[src/rtl/cpu_mem_stage.sv]
// ============================================================================
// cpu_mem_stage
// ----------------------------------------------------------------------------
// Memory stage of a 5-stage pipeline. It holds the EX result in the M
// register and issues loads/stores to a data memory that can take a variable
// number of cycles, signalled by mem_ready. While a request is outstanding
// the stage asserts a combinational stall that freezes the earlier stages.
// A zero-wait memory (mem_ready already high) completes in the issue cycle
// and costs no bubble. The MEM/WB register captures the result every edge
// and inserts a bubble (wb_regWrite=0) whenever the stage is stalled.
//
// Optional feature: define MEM_TIMEOUT_EN to enable a 4-bit watchdog on the
// WAIT state. After 15 WAIT cycles without mem_ready the request is dropped,
// the stall is released and the sticky mem_err flag is set until rst.
// Without the macro the stage waits forever and mem_err is tied to 0.
//
// Ports
//   clk, rst           clock (rising edge), synchronous active-high reset
//   ex_valid           EX slot holds a real instruction
//   ex_aluOut          ALU result: load/store address or writeback value
//   ex_storeData       forwarded rt value for stores
//   ex_regW            destination register
//   ex_memRead         instruction is a load
//   ex_memWrite        instruction is a store
//   ex_regWrite        instruction writes the register file
//   mem_addr           data memory address
//   mem_wdata          data memory write data
//   mem_en             data memory request
//   mem_wr             1 = write, 0 = read (qualified by mem_en)
//   mem_rdata          read data, valid with mem_ready
//   mem_ready          memory completes the current request this cycle
//   stall              freeze PC/IF/ID/EX and hold EX outputs
//   MEM_faddress       M-register ALU result (EX-to-EX forward source)
//   MEM_regW           M-register destination
//   MEM_regWrite       M-register valid & regWrite & ~memWrite
//   wb_data            MEM/WB data (WB-to-EX forward source)
//   wb_regW            MEM/WB destination
//   wb_regWrite        MEM/WB commit strobe
//   mem_err            sticky timeout error
// ============================================================================
module cpu_mem_stage (
    input  logic        clk,
    input  logic        rst,

    input  logic        ex_valid,
    input  logic [15:0] ex_aluOut,
    input  logic [15:0] ex_storeData,
    input  logic [3:0]  ex_regW,
    input  logic        ex_memRead,
    input  logic        ex_memWrite,
    input  logic        ex_regWrite,

    output logic [15:0] mem_addr,
    output logic [15:0] mem_wdata,
    output logic        mem_en,
    output logic        mem_wr,
    input  logic [15:0] mem_rdata,
    input  logic        mem_ready,

    output logic        stall,

    output logic [15:0] MEM_faddress,
    output logic [3:0]  MEM_regW,
    output logic        MEM_regWrite,

    output logic [15:0] wb_data,
    output logic [3:0]  wb_regW,
    output logic        wb_regWrite,

    output logic        mem_err
);

    typedef enum logic {
        S_IDLE = 1'b0,
        S_WAIT = 1'b1
    } state_t;

    state_t state_q;

    // ------------------------------------------------------------------
    // M register
    // ------------------------------------------------------------------
    logic        m_valid_q;
    logic [15:0] m_alu_q;
    logic [15:0] m_store_q;
    logic [3:0]  m_regw_q;
    logic        m_memread_q;
    logic        m_memwrite_q;
    logic        m_regwrite_q;

    logic        mem_op;       // M slot holds a valid load or store
    logic        timeout_hit;  // watchdog expired this cycle (0 when disabled)
    logic        complete;     // M slot retires into MEM/WB this edge

    // ------------------------------------------------------------------
    // Memory request: driven straight from the M register. Because the M
    // register is frozen while stalled, address/data/direction stay stable
    // for the whole WAIT period without any extra holding registers.
    // ------------------------------------------------------------------
    assign mem_op    = m_valid_q & (m_memread_q | m_memwrite_q);
    assign mem_en    = mem_op;
    assign mem_addr  = m_alu_q;
    assign mem_wdata = m_store_q;
    assign mem_wr    = m_memwrite_q;

    // Combinational so a ready memory lets the pipeline advance in the same
    // cycle; the watchdog forces the stall low on the cycle it fires.
    assign stall = mem_en & ~mem_ready & ~timeout_hit;

    // An aborted request releases the stall but must not retire.
    assign complete = ~stall & ~timeout_hit;

    // Forwarding views of the M register
    assign MEM_faddress = m_alu_q;
    assign MEM_regW     = m_regw_q;
    assign MEM_regWrite = m_valid_q & m_regwrite_q & ~m_memwrite_q;

    // ------------------------------------------------------------------
    // Optional WAIT-state watchdog
    // ------------------------------------------------------------------
`ifdef MEM_TIMEOUT_EN
    logic [3:0] tmo_cnt_q;
    logic       err_q;

    // Fires on the 16th WAIT cycle (counter value 15) if memory is still busy;
    // a late mem_ready on that same cycle still completes normally.
    assign timeout_hit = (state_q == S_WAIT) & (tmo_cnt_q == 4'd15) & ~mem_ready;
    assign mem_err     = err_q;

    always_ff @(posedge clk) begin
        if (rst) begin
            tmo_cnt_q <= 4'd0;
            err_q     <= 1'b0;
        end else begin
            // Held at zero in IDLE so the count starts fresh on WAIT entry
            if (state_q == S_IDLE) begin
                tmo_cnt_q <= 4'd0;
            end else begin
                tmo_cnt_q <= tmo_cnt_q + 4'd1;
            end
            if (timeout_hit) begin
                err_q <= 1'b1;
            end
        end
    end
`else
    assign timeout_hit = 1'b0;
    assign mem_err     = 1'b0;
`endif

    // ------------------------------------------------------------------
    // Request FSM. IDLE only moves to WAIT when the memory did not answer
    // in the issue cycle; WAIT leaves on mem_ready or on watchdog abort.
    // ------------------------------------------------------------------
    // NOTE: every clocked block uses non-blocking (<=) assignments so all
    // registers sample the pre-edge values of each other; blocking here would
    // make results depend on statement order and mismatch synthesis.
    always_ff @(posedge clk) begin
        if (rst) begin
            state_q <= S_IDLE;
        end else begin
            unique case (state_q)
                S_IDLE: begin
                    if (mem_op && !mem_ready) begin
                        state_q <= S_WAIT;
                    end
                end
                S_WAIT: begin
                    if (mem_ready || timeout_hit) begin
                        state_q <= S_IDLE;
                    end
                end
                default: state_q <= S_IDLE;
            endcase
        end
    end

    // ------------------------------------------------------------------
    // M register: advances whenever the stage is not stalled
    // ------------------------------------------------------------------
    always_ff @(posedge clk) begin
        if (rst) begin
            m_valid_q    <= 1'b0;
            m_alu_q      <= 16'h0000;
            m_store_q    <= 16'h0000;
            m_regw_q     <= 4'd0;
            m_memread_q  <= 1'b0;
            m_memwrite_q <= 1'b0;
            m_regwrite_q <= 1'b0;
        end else if (!stall) begin
            m_valid_q    <= ex_valid;
            m_alu_q      <= ex_aluOut;
            m_store_q    <= ex_storeData;
            m_regw_q     <= ex_regW;
            m_memread_q  <= ex_memRead;
            m_memwrite_q <= ex_memWrite;
            m_regwrite_q <= ex_regWrite;
        end
    end

    // ------------------------------------------------------------------
    // MEM/WB register: updates every edge. A stalled or aborted slot
    // becomes a bubble while data/destination keep their last value so
    // the WB forwarding path stays quiet.
    // ------------------------------------------------------------------
    always_ff @(posedge clk) begin
        if (rst) begin
            wb_data     <= 16'h0000;
            wb_regW     <= 4'd0;
            wb_regWrite <= 1'b0;
        end else if (complete) begin
            wb_data     <= m_memread_q ? mem_rdata : m_alu_q;
            wb_regW     <= m_regw_q;
            // Stores never commit, even when the decoder set regWrite
            wb_regWrite <= m_valid_q & m_regwrite_q & ~m_memwrite_q;
        end else begin
            wb_regWrite <= 1'b0;
        end
    end

endmodule

[config.mk]
export PLATFORM = sky130hd
export DESIGN_NAME = cpu_mem_stage
export DESIGN_NICKNAME = d
export VERILOG_FILES = /design/src/rtl/cpu_mem_stage.sv
export SDC_FILE = /design/constraint.sdc
export NUM_CORES = 1
export LEC_CHECK = 0
export CAP_MARGIN = 0
export CORE_AREA = 10 10 107 61
export CTS_CLUSTER_DIAMETER = 80
export DETAILED_ROUTE_END_ITERATION = 6
export DIE_AREA = 0 0 117 71
export DONT_BUFFER_PORTS = 1
export PLACE_DENSITY_LB_ADDON = 0.12
export REMOVE_ABC_BUFFERS = 1
export SYNTH_ARGS = -nofsm -noshare
export SYNTH_HDL_FRONTEND = slang
export SYNTH_SLANG_ARGS = --single-unit
[constraint.sdc]
create_clock -name clk -period 1.14 [get_ports clk]
set_input_delay 0.114 -clock clk [delete_from_list [all_inputs] [get_ports clk]]
set_output_delay 0.114 -clock clk [all_outputs]
set_load 0.005 [all_outputs]
==> reports/results.txt, run 1 <==
Once detail routing completed, the nets flagged for antenna violations numbered 0. The half-perimeter wire length after placement was 5030 um. The post-synthesis cell type with the largest combined area was sky130_fd_sc_hd__dfxtp_1.

Total global-route track usage: 0.180. The congestion estimate from routability-driven global placement came to 0.703. Along the worst path, the maximum fanout reaches 4. Die width: 117 um. The Yosys step of the flow raised 0 warnings. The kind of end point of the critical path is an output pin. The final route contains 2095 vias.

The post-synthesis to final-layout area growth was 10.7%. In this run, synthesis produced a sequential element count of 61. For the finished layout, the period the worst path requires is 1260 ps.

Post-synth design cell area: 2580 um2. For the register area share after synthesis, the log shows 0.473. The net count of the finished layout is 336. For the total overflow reported by the global router, the log shows 0. The run gives 2071 as the number of global-route vias before repair. For the final database, setup skew stands at 8.85 ps. Area share of the largest cell type after synthesis: 0.473. Each instance of the synthesized netlist takes up on average 8.75 um2.

Number of iterations in the first detailed-routing pass: 4. The die is 71 um tall. Clock tree synthesis found a total of 61 sinks. The layout cell share with drive strength beyond 1 was 0.149. Including well taps, the total number of placed cells is 319. The number of hold-slack violations in the final timing report is 61. The worst setup path is launched from a register. Setup violations remaining at the end of the flow were counted as 54. In this run the count of I/O pins placed on the die edge is 137. The clock-pin slew of the registers on the worst-case setup and hold paths was 60 ps; the final worst hold slack was -166 ps.

Worst min-delay path category: input port to register. The first global-routing pass estimated 11600 um of wire. The tool flagged a number of max-cap violations equal to 0. The checks that failed: negative hold slack, negative setup slack. The logs give 0 for the count of pins over their slew limit and 1140 ps for the endpoint arrival time on the critical path. The logs give 0 for the initial antenna violation count and 4730 um2 for the standard cell core area.

The share of the clock period used by the worst path after layout is 1.10. Yosys attributes the largest share of cell area to sky130_fd_sc_hd__dfxtp_1 47%, sky130_fd_sc_hd__a21oi_1 8.5%, sky130_fd_sc_hd__nand3_1 8.3%. Number of antenna diodes: 0.

Setup repair after global routing could not meet its margin everywhere. The critical path in this run is classified as register to output pin. The post-detailed-route via-to-cell ratio is 6.13, and the worst slack after detailed placement is -58.4 ps. End-of-flow core utilization: 0.604. The flow ran to the end, but the final reports show violations. For the maximum number of pins on one net before global-route repair, the log shows 62.

The total wirelength of the detailed-routed design was 7890 um. The H-tree was split into 3 levels. The logs give -100 ps for the setup slack on the worst flop-to-flop path and 18 for the number of core rows.

The run gives 204 as the detailed router's first-iteration violation count. Data on the critical path is required at its endpoint by 1030 ps. Effective utilization at floorplan: 0.546.

The die covers 8310 um2. The DRC violations left is 0, and the static leakage is 0.00100 uW. Static timing analysis puts the maximum clock frequency at 796 MHz. The root buffer selected by CTS was sky130_fd_sc_hd__clkbuf_8. In this run, distinct cell masters in the synthesized netlist total 21. After detailed routing, the average wire length per cell comes to 23.1 um. For the worst-skew pair, the clock arrives at the later sink with an insertion delay of 340 ps.

For this design the ratio of total power to cell area is 1650 nW/um2. For the final worst-path setup slack, the log shows -117 ps. After the flow finishes, the layout carries non-filler instances totaling 342.

The maximum buffer depth of the clock tree was 2; the largest vdd supply drop was 0.905 mV. TritonCTS built the clock tree. After technology mapping, the gate count stands at 295. In this run, CTS created clock tree buffers numbering 9.

The number of buffers added on ports came out at 0.
-- critical path: stages (launching register included) --
cell and delay [ps]:
sky130_fd_sc_hd__dfxtp_2 340, sky130_fd_sc_hd__o21ai_4 180, sky130_fd_sc_hd__inv_4 90, sky130_fd_sc_hd__nand2_8 70, sky130_fd_sc_hd__inv_4 30, sky130_fd_sc_hd__buf_6 100
-- cell usage after synthesis --
cell                       count
sky130_fd_sc_hd__mux2i_1      16
sky130_fd_sc_hd__nor3_1       16
sky130_fd_sc_hd__conb_1        1
sky130_fd_sc_hd__buf_2         6
sky130_fd_sc_hd__inv_1         1
sky130_fd_sc_hd__buf_1         5
sky130_fd_sc_hd__o21ai_4       1
sky130_fd_sc_hd__clkbuf_1     14
sky130_fd_sc_hd__buf_8         1
sky130_fd_sc_hd__nor2_1        1
sky130_fd_sc_hd__buf_4        18
sky130_fd_sc_hd__nand3_1      43
sky130_fd_sc_hd__nor3b_1       1
sky130_fd_sc_hd__a21oi_1      44
sky130_fd_sc_hd__inv_2         2
sky130_fd_sc_hd__and3b_1       1
sky130_fd_sc_hd__o21ai_0      43
sky130_fd_sc_hd__dfxtp_1      61
sky130_fd_sc_hd__a211oi_1     16
sky130_fd_sc_hd__nand2_4       1
sky130_fd_sc_hd__buf_6         3
-- cell type report --
type                    instances  area [um2]
multi-input cells             184        1080
fillers                       428        1870
clock inverters                 4        47.5
flip-flops and latches         61        1220
well taps                      60        75.1
clock buffers                  12         145
inverters                       3        16.3
repair buffers                 18         272
-- stage by stage --
stage / area, um2 / hold slack [ps] / total power, uW / setup TNS, ps
finish: 2860 / -166 / 4710 / -2000
global route: 2860 / -187 / 4940 / -5920
CTS: 2800 / -179 / 4730 / -3750
detailed placement: 2490 / 191 / 2810 / -108
global placement: 2490 / 188 / 2790 / 0
floorplan: 2290 / 183 / 2650 / -65230
-- sequential cells by signal (all words and copies together) (netlist names) --
name and cells:
MEM_faddress 16, mem_wr 1, wb_regWrite 1, m_regwrite_q 1
wb_regW 4, m_memread_q 1, mem_wdata 16, m_valid_q 1
MEM_regW 4, wb_data 16
-- placed cells by master, fill, tap and decap left out, types with 3 or more instances in the layout --
cell                        n
sky130_fd_sc_hd__buf_6      5
sky130_fd_sc_hd__mux2i_1   16
sky130_fd_sc_hd__dfxtp_1   58
sky130_fd_sc_hd__nand3_1   43
sky130_fd_sc_hd__buf_12     3
sky130_fd_sc_hd__nor3_1    16
sky130_fd_sc_hd__o21ai_0   41
sky130_fd_sc_hd__a211oi_1  16
sky130_fd_sc_hd__buf_4      6
sky130_fd_sc_hd__clkbuf_8  10
sky130_fd_sc_hd__a21oi_1   43
sky130_fd_sc_hd__dfxtp_2    3
-- per-layer routing --
metal / track usage / wire length, um / vias to the layer above
met5: 0 / 0 / -
met4: 0.0518 / 55 / 0
met3: 0.120 / 1090 / 8
met2: 0.261 / 3430 / 104
met1: 0.211 / 3310 / 973
li1: - / - / 1010
-- report_power, final --
| part | switching (uW) | internal (uW) |
|---|---|---|
| Clock | 816 | 1060 |
| Combinational | 215 | 202 |
| Sequential | 141 | 2270 |
-- worst paths after layout --
check,depth (start not counted),endpoint,from
setup / recovery,5,stall,mem_wr$_SDFFE_PP0N_
hold / removal,1,wb_regW[1]$_SDFFE_PP0N_,rst
hold reg to reg,2,m_regwrite_q$_SDFFE_PP0N_,m_regwrite_q$_SDFFE_PP0N_
setup reg to reg,5,mem_wr$_SDFFE_PP0N_,mem_wr$_SDFFE_PP0N_
-- cells by family (layout without fill, tap and decap cells) --
| kind of cell | Yosys count | after routing | synth area share |
|---|---|---|---|
| AOI/OAI and AO/OA | 104 | 104 | 0.222 |
| buffers and inverters | 50 | 37 | 0.115 |
| DFF | 61 | 61 | 0.473 |
| muxes | 16 | 16 | 0.0621 |
| other | 1 | 1 | 0.00145 |
| and+or+nand+nor | 63 | 63 | 0.127 |
-- what timing repair did --
item | CTS | global route
buffers inserted | 3 | 0
endpoints found under the setup margin | 8 | 62
pin swaps | 3 | 11
cloned | 2 | 2
gates resized for setup | 10 | 7
endpoints found under the hold margin | 61 | 61
No activity file was read; power rests on OpenSTA's default activity.
==> run 2: changes to the inputs <==
- CELL_PAD_IN_SITES_DETAIL_PLACEMENT: not set -> 1
- CELL_PAD_IN_SITES_GLOBAL_PLACEMENT: not set -> 1
- CORE_AREA: 10 10 107 61 -> 10 10 127 71
- DIE_AREA: 0 0 117 71 -> 0 0 137 81
==> reports/results.txt, run 2 (synthesis results as in run 1) <==
The most common cell after layout, fill and taps aside is sky130_fd_sc_hd__dfxtp_1. The critical path class is register to output pin. Number of global-route vias before repair: 2307. Timing would allow up to 771 MHz. STA classifies the critical path startpoint as a register. The root buffer selected by CTS was sky130_fd_sc_hd__clkbuf_16.

The top cell types in the final layout, fill and taps aside, are 58 x sky130_fd_sc_hd__dfxtp_1, 43 x sky130_fd_sc_hd__o21ai_0, 42 x sky130_fd_sc_hd__a21oi_1. The detailed router used layers up to and including met4. Using the TritonRoute via totals, the vias-per-cell ratio works out to 5.69. The part of the power in combinational logic is 0.073. The end-of-flow core utilization is 0.442, and the switching share of total power is 0.230. STA puts the critical path data arrival time at 1180 ps. Before CTS, the worst setup slack after placement is -72.1 ps.

Compared with the post-synthesis result, the final layout area differs by 19.7%. 137 I/O pins were placed. After clock tree synthesis, the clock-pin slew on the worst setup and hold paths is 50 ps.

For the share of power burned in the clock network, the log shows 0.514. Counting along the longest clock path gives a buffer depth of 2. The later pin in the worst-skew pair is clocked with a latency of 330 ps.

The run gives 13500 um as the wire length of the first global-routing pass. The final reports fail on negative hold slack, negative setup slack. Number of core rows: 22.

The final worst hold slack was -149 ps; the number of cells on the worst reg-to-reg path was 5. Entering global routing, the biggest net connects 62 pins. On the critical path, the stage with the largest delay is an instance of sky130_fd_sc_hd__dfxtp_2. The completed layout was analyzed and its total power is 5850 uW. The layout cell share with drive strength beyond 1 is 0.191, and the routed wire length on met3 is 1170 um.

The number of nets with antenna violations after routing was 0; the final net count was 342. The number of iterations in the first detailed-routing pass was 4. In this run the power density over the cells is 1890 nW/um2.

The initial antenna violation count was 1. The reg-to-reg critical path startpoint was m_memread_q$_SDFFE_PP0N_. In the final routing, the length of wire on met1 measures 3800 um. The first routing iteration left 90 violations. The H-tree was split into 3 levels. The count of pins over their slew limit was 0; the number of sinks on the clock net was 61. Traced cell by cell, the critical path runs through o21ai_4 > inv_4 > buf_12 > buf_6. The most critical setup path has its endpoint at mem_en.

The internal portion of the total power is 4500 uW. For the final count of negative-setup-slack endpoints, the log shows 63. After floorplanning, the core was sized to cover 6990 um2. The data required time of the worst path is 1030 ps. The run finished, with violations left. STA classifies the critical path endpoint as an output pin. TritonCTS built the clock tree. The total overflow reported by the global router is 0. The logs give 3800 um for the sum of met2 wire segment lengths after detailed routing and 1340 uW for the net load switching power.

In this run the worst setup path begins at m_memread_q$_SDFFE_PP0N_. The floorplan step defined a die boundary enclosing 11100 um2. The run gives 0.683 as the global placer's final weighted congestion.

The tools report the number of clock buffers inserted by TritonCTS as 9. The run gives 6.12 ps as the final clock skew. Across the run, the number of max-cap violations was 0. The fraction of power consumed by sequential logic was 0.413; the y dimension of the die was 81 um. In this run the static leakage power is 0.00108 uW.

Broken down by cell family, the worst path's largest delay share belongs to buffers and inverters. The min-delay analysis places its worst path in the category input port to register. Setup repair after global routing could not meet its margin everywhere. In this run the register-to-register setup slack is -100 ps. Of all nets on the critical path, the largest fanout is 4. The total global-route track usage is 0.158, and the effective utilization at floorplan is 0.369. The worst register-to-register path ends at wb_data[6]$_SDFFE_PP0N_.

The DRC violations left is 0, and the number of buffers added on ports is 0. For the finished layout, the period the worst path requires is 1300 ps. Summed over all layers, the routed wires come to 8890 um. The share of the clock period used by the worst path after layout came out at 1.14.

The largest single stage delay on the critical path is 330 ps. The critical path contains buffers and inverters numbering 3 combined. The critical path crosses 4 cells after its start point. IR analysis of the VDD net gives a maximum drop of 0.762 mV.

Final worst-path setup slack: -157 ps. The die width was 137 um. The total number of vias was 2189; the number of hold-slack violations in the final timing report was 61. In the final routed layout, each cell accounts on average for 23.1 um. The half-perimeter wire length after placement came out at 5830 um.
-- run 2: changes by cell type in the layout (fill, tap and decap cells not counted), sizes merged, moves of 2 or more --
| cell | change |
|---|---|
| clkinv | -2 |
| clkbuf | -3 |
| buf | +9 |
| clkinvlp | +2 |
-- run 2: worst min path at each step --
stage	from	cells past startpoint	end
6_report	rst	1	MEM_regW[0]$_SDFFE_PP0N_
4_1_cts	rst	1	MEM_regW[0]$_SDFFE_PP0N_
2_1_floorplan	rst	1	MEM_faddress[0]$_SDFFE_PP0N_
3_5_place_dp	rst	1	MEM_regW[0]$_SDFFE_PP0N_
5_1_grt	rst	1	MEM_faddress[3]$_SDFFE_PP0N_
3_3_place_gp	rst	1	MEM_faddress[3]$_SDFFE_PP0N_
-- run 2: power groups by stage --
| stage | Clock (uW) | Combinational [uW] | Sequential, uW |
|---|---|---|---|
| final | 3010 | 425 | 2420 |
| after global routing | 3170 | 477 | 2440 |
| after CTS | 3070 | 414 | 2420 |
| after detailed placement | 0 | 360 | 2470 |
| after global placement | 0 | 350 | 2460 |
| after floorplan | 0 | 221 | 2430 |
-- run 2: through the flow --
step	TNS [ps]	cell area [um2]	instances
finish	-2790	3090	385
detailed placement	-621	2570	360
floorplan	-65230	2290	248
global route	-7090	3090	385
CTS	-3150	3040	382
global placement	-18.8	2570	360
-- run 2: repair_timing --
item,CTS,global route
pin swaps,2,1
buffers inserted,5,2
resized for setup,21,7
endpoints found under the hold margin,61,61
cloned,1,0
setup endpoints to repair,41,63
-- run 2: routing by layer --
metal | track usage | up-vias
li1 | - | 1022
met1 | 0.182 | 1057
met4 | 0.0533 | 0
met5 | 0 | -
met3 | 0.101 | 14
met2 | 0.237 | 96
-- run 2: area by class of cell --
class	instances	area [um2]
Antenna cell	1	2.50
Inverter	3	16.3
Fill cell	810	3900
Clock inverter	5	82.6
Multi-Input combinational cell	184	1100
Sequential cell	61	1220
Tap cell	96	120
Clock buffer	11	253
Timing Repair Buffer	24	289
